$ cat config.mk
export PLATFORM = sky130hd
export DESIGN_NAME = writeback_queue
export DESIGN_NICKNAME = d
export VERILOG_FILES = /design/src/rtl/writeback_queue_pkg.sv /design/src/rtl/wbq_fifo.sv /design/src/rtl/writeback_queue.sv
export SDC_FILE = /design/constraint.sdc
export NUM_CORES = 1
export LEC_CHECK = 0
export ABC_AREA = 1
export CAP_MARGIN = 20
export CORE_MARGIN = 2
export CORE_UTILIZATION = 45
export CTS_BUF_LIST = sky130_fd_sc_hd__clkbuf_4
export DETAILED_ROUTE_END_ITERATION = 10
export PLACE_DENSITY = 0.77
export SETUP_SLACK_MARGIN = 0.15
export SLEW_MARGIN = 20
export SYNTH_ARGS = -nofsm -noshare
export SYNTH_HDL_FRONTEND = slang
export SYNTH_SLANG_ARGS = --single-unit
$ cat constraint.sdc
create_clock -name Clk -period 4 [get_ports Clk]
set_input_delay 0.4 -clock Clk [delete_from_list [all_inputs] [get_ports Clk]]
set_output_delay 0.4 -clock Clk [all_outputs]
set_load 0.005 [all_outputs]
$ cat src/rtl/writeback_queue_pkg.sv
// Constants and the write-back entry layout shared by the write-back queue and the register file.
package writeback_queue_pkg;

    localparam int WBQ_DATA_W = 64;
    localparam int WBQ_ADDR_W = 9;
    localparam int WBQ_DEPTH  = 4;

    // One pending register write, laid out as {reg, data}.
    typedef struct packed {
        logic [WBQ_ADDR_W-1:0] rd;
        logic [WBQ_DATA_W-1:0] data;
    } wbq_entry_t;

endpackage

$ cat src/rtl/wbq_fifo.sv
// Circular FIFO for the write-back queue: up to two pushes and one pop per edge,
// per-entry valid bits, and two address-match vectors for hazard detection.
module wbq_fifo
    import writeback_queue_pkg::*;
#(
    parameter int  DATA_W = WBQ_DATA_W,
    parameter int  ADDR_W = WBQ_ADDR_W,
    parameter int  DEPTH  = WBQ_DEPTH,
    localparam int CNT_W  = $clog2(DEPTH + 1),
    localparam int PTR_W  = $clog2(DEPTH)
) (
    input  logic              i_clk,
    input  logic              i_rst,
    input  logic              i_push_a,
    input  logic [ADDR_W-1:0] i_push_a_reg,
    input  logic [DATA_W-1:0] i_push_a_data,
    input  logic              i_push_b,
    input  logic [ADDR_W-1:0] i_push_b_reg,
    input  logic [DATA_W-1:0] i_push_b_data,
    input  logic              i_pop,
    output logic [ADDR_W-1:0] o_head_reg,
    output logic [DATA_W-1:0] o_head_data,
    output logic [CNT_W-1:0]  o_count,
    input  logic [ADDR_W-1:0] i_cmp_a,
    input  logic [ADDR_W-1:0] i_cmp_b,
    output logic [DEPTH-1:0]  o_match_a,
    output logic [DEPTH-1:0]  o_match_b
);

    logic [ADDR_W-1:0] r_reg  [DEPTH];
    logic [DATA_W-1:0] r_data [DEPTH];
    logic [DEPTH-1:0]  r_valid;
    logic [PTR_W-1:0]  r_head;
    logic [PTR_W-1:0]  r_tail;
    logic [CNT_W-1:0]  r_count;
    logic [PTR_W-1:0]  w_tail_b;

    // Push b is only ever issued together with push a, so it lands one slot behind it.
    assign w_tail_b = r_tail + PTR_W'(1);

    // NOTE: sequential state uses non-blocking assignments so every register samples pre-edge values.
    always_ff @(posedge i_clk) begin
        if (i_rst) begin
            r_head  <= '0;
            r_tail  <= '0;
            r_count <= '0;
            r_valid <= '0;
        end else begin
            if (i_pop) begin
                r_valid[r_head] <= 1'b0;
                r_head          <= r_head + PTR_W'(1);
            end
            if (i_push_a) r_valid[r_tail]   <= 1'b1;
            if (i_push_b) r_valid[w_tail_b] <= 1'b1;
            r_tail  <= r_tail + PTR_W'(i_push_a) + PTR_W'(i_push_b);
            r_count <= r_count + CNT_W'(i_push_a) + CNT_W'(i_push_b) - CNT_W'(i_pop);
        end
    end

    // NOTE: the payload array is deliberately not reset; r_valid alone decides which entries are live.
    always_ff @(posedge i_clk) begin
        if (i_push_a) begin
            r_reg[r_tail]  <= i_push_a_reg;
            r_data[r_tail] <= i_push_a_data;
        end
        if (i_push_b) begin
            r_reg[w_tail_b]  <= i_push_b_reg;
            r_data[w_tail_b] <= i_push_b_data;
        end
    end

    assign o_head_reg  = r_reg[r_head];
    assign o_head_data = r_data[r_head];
    assign o_count     = r_count;

    // NOTE: combinational outputs get a default before the loop so no latch can be inferred.
    always_comb begin
        o_match_a = '0;
        o_match_b = '0;
        for (int i = 0; i < DEPTH; i++) begin
            o_match_a[i] = r_valid[i] && (r_reg[i] == i_cmp_a);
            o_match_b[i] = r_valid[i] && (r_reg[i] == i_cmp_b);
        end
    end

endmodule

$ cat src/rtl/writeback_queue.sv
// Write-back queue in front of the register file write port: arbitrates ALU and load
// writes into a FIFO, presents them through a registered output slot, and flags RAW hazards.
module writeback_queue
    import writeback_queue_pkg::*;
#(
    parameter int DATA_W = WBQ_DATA_W,
    parameter int ADDR_W = WBQ_ADDR_W,
    parameter int DEPTH  = WBQ_DEPTH
) (
    input  logic                         Clk,
    input  logic                         Rst,
    input  logic                         alu_valid,
    input  logic [ADDR_W-1:0]            alu_reg,
    input  logic [DATA_W-1:0]            alu_data,
    output logic                         alu_ready,
    input  logic                         mem_valid,
    input  logic [ADDR_W-1:0]            mem_reg,
    input  logic [DATA_W-1:0]            mem_data,
    output logic                         mem_ready,
    input  logic                         En,
    output logic [ADDR_W-1:0]            write_reg,
    output logic [DATA_W-1:0]            write_data,
    output logic                         reg_write,
    input  logic [ADDR_W-1:0]            read_reg1,
    input  logic [ADDR_W-1:0]            read_reg2,
    output logic                         hazard1,
    output logic                         hazard2,
    output logic [$clog2(DEPTH+1)-1:0]   count,
    output logic                         full
);

    localparam int CNT_W = $clog2(DEPTH + 1);

    logic [CNT_W-1:0]  w_free;
    logic              w_mem_acc;
    logic              w_alu_acc;
    logic              w_push_a;
    logic              w_push_b;
    logic [ADDR_W-1:0] w_push_a_reg;
    logic [DATA_W-1:0] w_push_a_data;
    logic              w_pop;
    logic [ADDR_W-1:0] w_head_reg;
    logic [DATA_W-1:0] w_head_data;
    logic [DEPTH-1:0]  w_match1;
    logic [DEPTH-1:0]  w_match2;

    logic              r_reg_write;
    logic [ADDR_W-1:0] r_write_reg;
    logic [DATA_W-1:0] r_write_data;

    // Ready looks only at registered occupancy; a same-edge pop never frees a slot early.
    assign w_free    = CNT_W'(DEPTH) - count;
    assign mem_ready = (w_free != '0);
    assign alu_ready = (w_free >= CNT_W'(2)) || ((w_free == CNT_W'(1)) && !mem_valid);
    assign full      = (count == CNT_W'(DEPTH));

    assign w_mem_acc = mem_valid && mem_ready;
    assign w_alu_acc = alu_valid && alu_ready;

    // The load is the older instruction, so it takes the first push lane.
    assign w_push_a      = w_mem_acc || w_alu_acc;
    assign w_push_a_reg  = w_mem_acc ? mem_reg  : alu_reg;
    assign w_push_a_data = w_mem_acc ? mem_data : alu_data;
    assign w_push_b      = w_mem_acc && w_alu_acc;

    assign w_pop = (!r_reg_write || En) && (count != '0);

    wbq_fifo #(
        .DATA_W (DATA_W),
        .ADDR_W (ADDR_W),
        .DEPTH  (DEPTH)
    ) u_fifo (
        .i_clk         (Clk),
        .i_rst         (Rst),
        .i_push_a      (w_push_a),
        .i_push_a_reg  (w_push_a_reg),
        .i_push_a_data (w_push_a_data),
        .i_push_b      (w_push_b),
        .i_push_b_reg  (alu_reg),
        .i_push_b_data (alu_data),
        .i_pop         (w_pop),
        .o_head_reg    (w_head_reg),
        .o_head_data   (w_head_data),
        .o_count       (count),
        .i_cmp_a       (read_reg1),
        .i_cmp_b       (read_reg2),
        .o_match_a     (w_match1),
        .o_match_b     (w_match2)
    );

    // Output slot: address/data hold their last values once the slot drains.
    always_ff @(posedge Clk) begin
        if (Rst) begin
            r_reg_write  <= 1'b0;
            r_write_reg  <= '0;
            r_write_data <= '0;
        end else if (w_pop) begin
            r_reg_write  <= 1'b1;
            r_write_reg  <= w_head_reg;
            r_write_data <= w_head_data;
        end else if (En) begin
            r_reg_write  <= 1'b0;
        end
    end

    assign reg_write  = r_reg_write;
    assign write_reg  = r_write_reg;
    assign write_data = r_write_data;

    assign hazard1 = (|w_match1) || (r_reg_write && (r_write_reg == read_reg1));
    assign hazard2 = (|w_match2) || (r_reg_write && (r_write_reg == read_reg2));

endmodule

# == Word-level counts from Yosys, hierarchy flattened ==
# Memories as Yosys holds them, arrays and structs flattened. A register that Yosys moved wholly into a read port is not among the register bits.
# Index checks and enable logic that the tools add are counted.
# op_classes
add_sub_neg,8
n_lt_le_gt_ge,7
bitwise,4
mux,19
reduce_logical,30
eq_ne,12
# op_table
op,n
$eq 9x9->1,10
$mux 64,1
$mux 4,5
$logic_and 1x1->1,18
$lt 2x3->1 const B,3
$mux 1,9
$mux 9,1
$or 4x4->4,2
$reduce_or 4->1,2
$add 3x1->3,2
$demux 1 s2,3
$ge 2x1->1 const B,3
$reduce_bool 3->1,2
$logic_or 1x1->1,5
$add 2x1->2,2
$add 2x1->2 const B,2
$and 4x4->4,1
$not 4->4,1
$eq 3x1->1 const B,1
$eq 3x3->1 const B,1
$ge 3x2->1 const B,1
$sub 3x1->3,1
$sub 3x3->3 const A,1
$logic_not 1->1,2
$reduce_bool 2->1,1
# totals
input_bits,169
wordCells,87
reg_bits,12
mem_count,2
output_inout_bits,82
mem_bits_rw,292
# mem_list
memory,words,width,read_ports,rd_clocked_by_memory_dff,wr,line,text
u_fifo.r_data,4,64,1,1,2,wbq_fifo.sv:31,logic [DATA_W-1:0] r_data [DEPTH];
u_fifo.r_reg,4,9,5,1,2,wbq_fifo.sv:30,logic [ADDR_W-1:0] r_reg [DEPTH];

# == Logic depth before layout (Yosys ltp) ==
# Gate-level depths: netlist of the first run.
# logic_depth
depth_word,13
mapped_depth,14
depth_no_buf,12

# == Cells and area by module ==
# From an unflattened synthesis of the first run, not the netlist that was laid out.
# hier_totals
hier_cells,2436
area_unflattened_um2,19769.0
# modules_own_cells
module,seq_area_each_um2,n_inst,area_each_um2,cells_each
wbq_fifo,9028.7,1,15821.4,1781
writeback_queue,1481.4,1,3947.5,655

# == Worst setup path after synthesis of the first run ==
# No wires, ideal clock.
# synth_timing
path_kind,flip-flop to flip-flop
from,reg u_fifo.r_count[1] (netlist: u_fifo.o_count[1])
to,mem u_fifo.r_data[0][0] (netlist bit) (enable)
t_arrival_ns,3.175
path_buffers,1
setup_time_ns,0.433
setup_slack_ns,0.392
path_stages_with_launch,10
t_required_ns,3.567
period_less_slack_ns,3.608
path_cell_list,dfxtp_1 inv_1 ha_1 ha_1 nor2_8 buf_4 inv_1 nand2_1 nand2_1 nand2_1
# synth_lines
element,line,text
start: declaration,wbq_fifo.sv:35,logic [CNT_W-1:0] r_count;
start signal: assignment,wbq_fifo.sv:56,r_count <= r_count + CNT_W'(i_push_a) + CNT_W'(i_push_b) - CNT_W'(i_pop);
end: declaration,wbq_fifo.sv:31,

==> out/metrics.yaml, run 1 <==
logic_synthesis:
  synth_warnings: 0
  netlist_instances: 2393
  synth_area_mm2: 0.0200
  ys_seq_area_frac: 0.523
  yosys.area.top_type: "edfxtp_1"
  avgSynthCellArea_um2: 8.37
  yosysTopAreaCellShare: 0.438
  synth_nets: 2575
  synth_edf_count: 292
  ys_ff_latch: 377
  synth_async_sr_flop_share: 0
  ys_types: 30
  synth_area_leaders: "edfxtp_1 (44%), nand2_1 (10%), dfxtp_1 (8.5%)"
  ys.flop_type: "edfxtp_1"
timing:
  max_freq_mhz: 315
  setup-violations-final: 0
  min_period_over_period: 0.794
  hold_ws_ns: 0.189
  period_minus_slack_ns: 3.18
  maxSlewHeadroom: 0.243
  final_hold_viol_count: 0
  finalClockSkew_ns: 0.0310
  rsz0062_at_grt: "no"
  setup_slack_ns: 0.822
  maxSlewViolCount: 0
  tightest_slew_ns: 1.14
  final.setup.tns_ns: 0
run:
  cap_violations: 0
clocking:
  cts_tree: "built"
  cts-root-buf: "clkbuf_4"
  clkTransAtPathRegs_ns: 0.07
  cts_made_buffers: 101
  cts_setup_buffers: 0
  clk_latency_ns: 0.80
  cts_resized: 0
  cts_hold_buf: 0
  h-tree-depth: 3
  cts_buffer_depth: 3
  clkSinkCount: 377
floorplanning:
  die_w_um: 215
  fp.coreArea_mm2: 0.0440
  rows: 77
  die_area_mm2: 0.0462
  start_util: 0.455
  ioPinCount: 251
  die_h_um: 215
cells_and_area:
  largest_reg_flops: 256
  final_cell_mix: "nand2_1 (534), nor2_1 (325), edfxtp_1 (292)"
  mostFrequentLayoutCell: "nand2_1"
  area.sequential_mm2: 0.0105
  final_nets: 2801
  postLayoutCellArea_mm2: 0.0242
  multi_input_area_mm2: 0.00793
  fill_cells: 3931
  utilization: 0.549
  drive_gt1_frac: 0.118
  area_delta_synth_final_pct: 20.8
worst_setup_path:
  crit_arrival_ns: 3.68
  r2r_slack_ns: 0.82
  path_max_fanout: 47
  endpoint_kind: "flip-flop"
  worst-endpoint-required_ns: 4.51
  start_kind: "flip-flop"
  worstSetupPathType: "flip-flop to flip-flop"
routing:
  totalWireLength_um: 60400
  routedWlPerCell_um: 18.3
  vias_per_cell: 5.36
  first_iter_violations: 1696
  vias: 17700
  ant_nets: 0
  dr.pass1.iters: 8
  drcViolationCount: 0
power_and_ir_drop:
  power_leakage_uw: 0.0102
  vdd_drop_max_v: 0.000477
  power.density_mw_per_mm2: 708
placed_design:
  place_area_mm2: 0.0228
  gp_congestion: 0.936
  place.detailed.hpwl_um: 37500
  dpl_worst_slack_ns: 0.848
  portBuffers: 250
grt:
  globalRoute.totalOverflow: 0
  antenna_found_initial: 2
  grt_max_degree: 101
  grt_pass1_vias: 17100
  grt_usage: 0.257
  grt_pass1_wl_um: 93400
min_path:
  hold_class: "input pin to flip-flop"
status:
  outcome: "finished, final reports clean"
==> cells in the mapped netlist, types with 3 or more instances <==
cell / instances
inv_1: 216
nor2_1: 325
buf_2: 59
nor3_1: 3
inv_2: 4
nand4_2: 4
dfxtp_1: 85
edfxtp_1: 292
nand4_1: 4
o21ai_1: 237
nand3_1: 24
o22ai_1: 64
ha_1: 10
a21oi_1: 22
buf_4: 22
o21ai_2: 92
o211ai_1: 8
buf_1: 10
clkbuf_1: 49
xor2_1: 21
nand2_1: 539
o21ai_0: 271
fa_1: 3
xnor2_1: 6
buf_6: 17
==> cells by family after synthesis <==
logic type,synth area share
DFF,0.523
and+or+nand+nor,0.176
AOI/OAI and AO/OA,0.196
adders and majority gates,0.00925
buffers and inverters,0.0848
xor gates and xnor gates,0.0118
==> layer usage <==
| layer | GRT usage | share of wire | routed length [um] |
|---|---|---|---|
| met2 | 0.423 | 0.47 | 28500 |
| met3 | 0.0408 | 0.074 | 4470 |
| met1 | 0.337 | 0.42 | 25400 |
| met5 | 0 | 0 | 0 |
| met4 | 0.114 | 0.032 | 1940 |
==> path summary, 6_finish.rpt <==
check	startpoint	depth (start not counted)	end
worst min register to register	write_reg[3]$_SDFFE_PP0N_	2	write_reg[3]$_SDFFE_PP0N_
worst max-delay path	u_fifo.o_count[0]$_SDFF_PP0_	10	u_fifo.r_data[2][25]$_DFFE_PP_
worst min-delay path	Rst	4	write_data[47]$_SDFFE_PP0N_
worst max register to register	u_fifo.o_count[0]$_SDFF_PP0_	10	u_fifo.r_data[2][25]$_DFFE_PP_
==> power by group <==
| group | leakage (uW) | total (uW) | switching (uW) | internal [uW] |
|---|---|---|---|---|
| logic | 0.00596 | 6790 | 4420 | 2360 |
| clock network | 0.000822 | 3610 | 1670 | 1940 |
| registers | 0.00345 | 6730 | 681 | 6050 |
| total | 0.0102 | 17100 | 6780 | 10400 |
==> metrics by stage <==
step,total power (uW),instances
finish,17100,3300
global route,18300,3300
CTS,17200,3297
detailed placement,13600,3107
global placement,13300,3107
floorplan,10900,2393
==> worst max-delay path, cell delays in order (launching register included) <==
cell and delay, ns:
dfxtp_1 0.43, inv_1 0.10, ha_1 0.23, ha_1 0.28, nor2_8 0.24, buf_4 0.56, nand4_4 0.15, buf_4 0.27
buf_4 0.35, nand2_1 0.16, o21ai_2 0.06
==> final cells by class <==
type                    instances  share of cell area
multi-input cells            1639               0.328
well taps                     592              0.0306
inverters                     220              0.0343
flip-flops and latches        377               0.433
clock inverters                24             0.00543
repair buffers                280               0.117
clock buffers                 166              0.0515
diodes                          2            0.000207
Note: power is estimated with default switching activity, not from simulation.
==> run 2: changes to the inputs <==
==> constraint.sdc (replaced) <==
create_clock -name Clk -period 2.98 [get_ports Clk]
set_input_delay 0.298 -clock Clk [delete_from_list [all_inputs] [get_ports Clk]]
set_output_delay 0.298 -clock Clk [all_outputs]
set_load 0.005 [all_outputs]
==> out/metrics.yaml, run 2 (synthesized netlist as in run 1, its figures left out) <==
status:
  outcome: "finished, final reports clean"
clocking:
  cts_buffer_depth: 3  # unchanged
  cts_made_buffers: 102  # +0.99%
  cts-root-buf: "clkbuf_4"
  clkTransAtPathRegs_ns: 0.07  # about the same
  h-tree-depth: 3  # unchanged
  cts_tree: "built"
  clkSinkCount: 377  # unchanged
  clk_latency_ns: 0.84  # +0.04 ns
timing:
  final.setup.tns_ns: 0  # unchanged
  period_minus_slack_ns: 2.72  # -0.458 ns
  maxSlewViolCount: 0  # unchanged
  min_period_over_period: 0.913  # +0.118
  final_hold_viol_count: 0  # unchanged
  tightest_slew_ns: 1.01  # -0.127 ns
  finalClockSkew_ns: 0.0592  # +0.0282 ns
  rsz0062_at_grt: "no"
  hold_ws_ns: 0.151  # -0.0377 ns
  setup-violations-final: 0  # unchanged
  max_freq_mhz: 368  # +17%
  maxSlewHeadroom: 0.327  # +0.0845
power_and_ir_drop:
  intPower_uw: 14400  # +39%
  power.switching_uw: 9130  # +35%
  vdd_drop_max_v: 0.00103  # +120%
  clkPwrFrac: 0.217  # +0.006
  power.density_mw_per_mm2: 955  # +35%
  power_leakage_uw: 0.0105  # +2.8%
  switching_share: 0.387  # -0.00820
  pwr-share-seq: 0.378  # -0.015
  combPwrFrac: 0.405  # +0.009
min_path:
  hold_depth: 4  # unchanged
  hold_class: "input pin to flip-flop"
  min_from: "En"
  holdPathEnd: "reg_write$_SDFFE_PP0P_"
grt:
  globalRoute.totalOverflow: 0  # unchanged
  grt_pass1_wl_um: 92700  # -0.66%
  grt_pass1_vias: 17200  # +0.47%
  grt_usage: 0.255  # -0.00208
  grt_max_degree: 83  # -18%
  antenna_found_initial: 2  # unchanged
placed_design:
  portBuffers: 250  # unchanged
  place.detailed.hpwl_um: 37500  # about the same
  numPlacedInstances: 3127  # +0.64%
  gp_congestion: 0.933  # -0.33%
routing:
  first_iter_violations: 1711  # +0.88%
  vias_per_cell: 5.37  # +0.11%
  ant_nets: 0  # unchanged
  routedWlPerCell_um: 18.0  # -1.4%
  totalWireLength_um: 60000  # -0.54%
  dr.pass1.iters: 6  # -2
  drcViolationCount: 0  # unchanged
  vias: 17900  # +1.0%
worst_setup_path:
  endpoint_kind: "flip-flop"
  regToRegEndpoint: "u_fifo.o_count[2]$_SDFF_PP0_"
  path_max_fanout: 4  # -91%
  r2r-start: "u_fifo.o_count[0]$_SDFF_PP0_"
  worst-endpoint-required_ns: 3.74  # -0.77 ns
  start_kind: "flip-flop"
  r2r_slack_ns: 0.26  # -0.56 ns
  reg2reg_depth: 11  # +1
  crit_arrival_ns: 3.48  # -0.20 ns
  worstSetupPathType: "flip-flop to flip-flop"
cells_and_area:
  area_delta_synth_final_pct: 23.3
  multi_input_area_mm2: 0.00799  # +0.79%
  largest_reg_flops: 256  # unchanged
  final_cell_mix: "nand2_1 (534), nor2_1 (321), edfxtp_1 (292)"
  final_nets: 2832  # +1.1%
  drive_gt1_frac: 0.135  # +0.0169
  area.sequential_mm2: 0.0105  # about the same
  final_cell_count_no_fill: 3330  # +0.91%
  mostFrequentLayoutCell: "nand2_1"
  fill_cells: 3910  # -0.53%
floorplanning:
  die_area_mm2: 0.0462  # unchanged
  rows: 77  # unchanged
  die_w_um: 215  # unchanged
  ioPinCount: 251  # unchanged
  die_h_um: 215  # unchanged
  start_util: 0.455  # unchanged
  fp.coreArea_mm2: 0.0440  # unchanged
run:
  cap_violations: 0  # unchanged
==> run 2: changes by cell type in the layout (fill, tap and decap cells not counted), moves of 4 or more <==
cell      previous run  this run
clkbuf_4           166       170
buf_6                0         4
nor2_2               2         6
buf_12               7        17
buf_4               22        38
nor2_1             325       321
==> run 2: routing by layer <==
| metal | part of all wire | up-vias | track usage |
|---|---|---|---|
| li1 | - | 8645 | - |
| met1 | 0.41 | 8368 | 0.320 |
| met2 | 0.49 | 745 | 0.432 |
| met3 | 0.077 | 113 | 0.0467 |
| met4 | 0.031 | 2 | 0.112 |
| met5 | 0.00020 | - | 0 |
==> run 2: layout make-up <==
class	instances	share of cell area
Clock inverter	21	0.00775
Tap cell	592	0.0300
Timing Repair Buffer	310	0.129
Multi-Input combinational cell	1639	0.324
Clock buffer	170	0.0517
Antenna cell	1	0.000101
Inverter	220	0.0336
Sequential cell	377	0.425
==> run 2: worst max path at each step <==
| stage | to | depth (start not counted) | startpoint |
|---|---|---|---|
| 2_1_floorplan | u_fifo.o_count[2]$_SDFF_PP0_ | 13 | u_fifo.o_count[1]$_SDFF_PP0_ |
| 6_report | u_fifo.o_count[2]$_SDFF_PP0_ | 11 | u_fifo.o_count[0]$_SDFF_PP0_ |
| 3_3_place_gp | u_fifo.o_count[2]$_SDFF_PP0_ | 11 | u_fifo.o_count[0]$_SDFF_PP0_ |
| 5_1_grt | u_fifo.o_count[2]$_SDFF_PP0_ | 11 | u_fifo.o_count[0]$_SDFF_PP0_ |
| 3_5_place_dp | u_fifo.o_count[2]$_SDFF_PP0_ | 11 | u_fifo.o_count[1]$_SDFF_PP0_ |
| 4_1_cts | hazard2 | 7 | u_fifo.r_reg[3][1]$_DFFE_PP_ |
==> run 2: worst max-delay path: stages (launching register included) <==
cell,delay (ns)
dfxtp_4,0.37
inv_1,0.07
ha_2,0.21
ha_1,0.31
nand4_4,0.13
nand3_1,0.08
ha_1,0.29
inv_1,0.05
fa_2,0.36
fa_2,0.37
or2_2,0.30
a21oi_1,0.11
==> run 2: stage by stage <==
stage	utilization	instance area, um^2	worst slack [ns]	total power [uW]
5_1_grt	0.561	24700	0.157	25100
3_3_place_gp	0.524	23100	0.220	18100
3_5_place_dp	0.524	23100	0.186	18400
4_1_cts	0.559	24600	0.120	23600
6_report	0.561	24700	0.260	23600
2_1_floorplan	-	20100	0.175	14700
==> run 2: repair_timing <==
item / 4_1_cts / 5_1_grt
hold buffers: 1 / 0
pin swaps: 0 / 7
endpoints found under the setup margin: 3 / 154
gates resized for setup: 6 / 14
setup buffers: 4 / 6
hold endpoints to repair: 1 / 0
==> run 2: power by group through the flow <==
stage | registers [uW] | logic [uW] | clock network, uW
after global placement | 8930 | 9130 | 0
after CTS | 8900 | 9480 | 5210
after detailed placement | 9000 | 9420 | 0
after global routing | 9050 | 10600 | 5480
after floorplan | 8850 | 5810 | 0
final | 8910 | 9550 | 5110
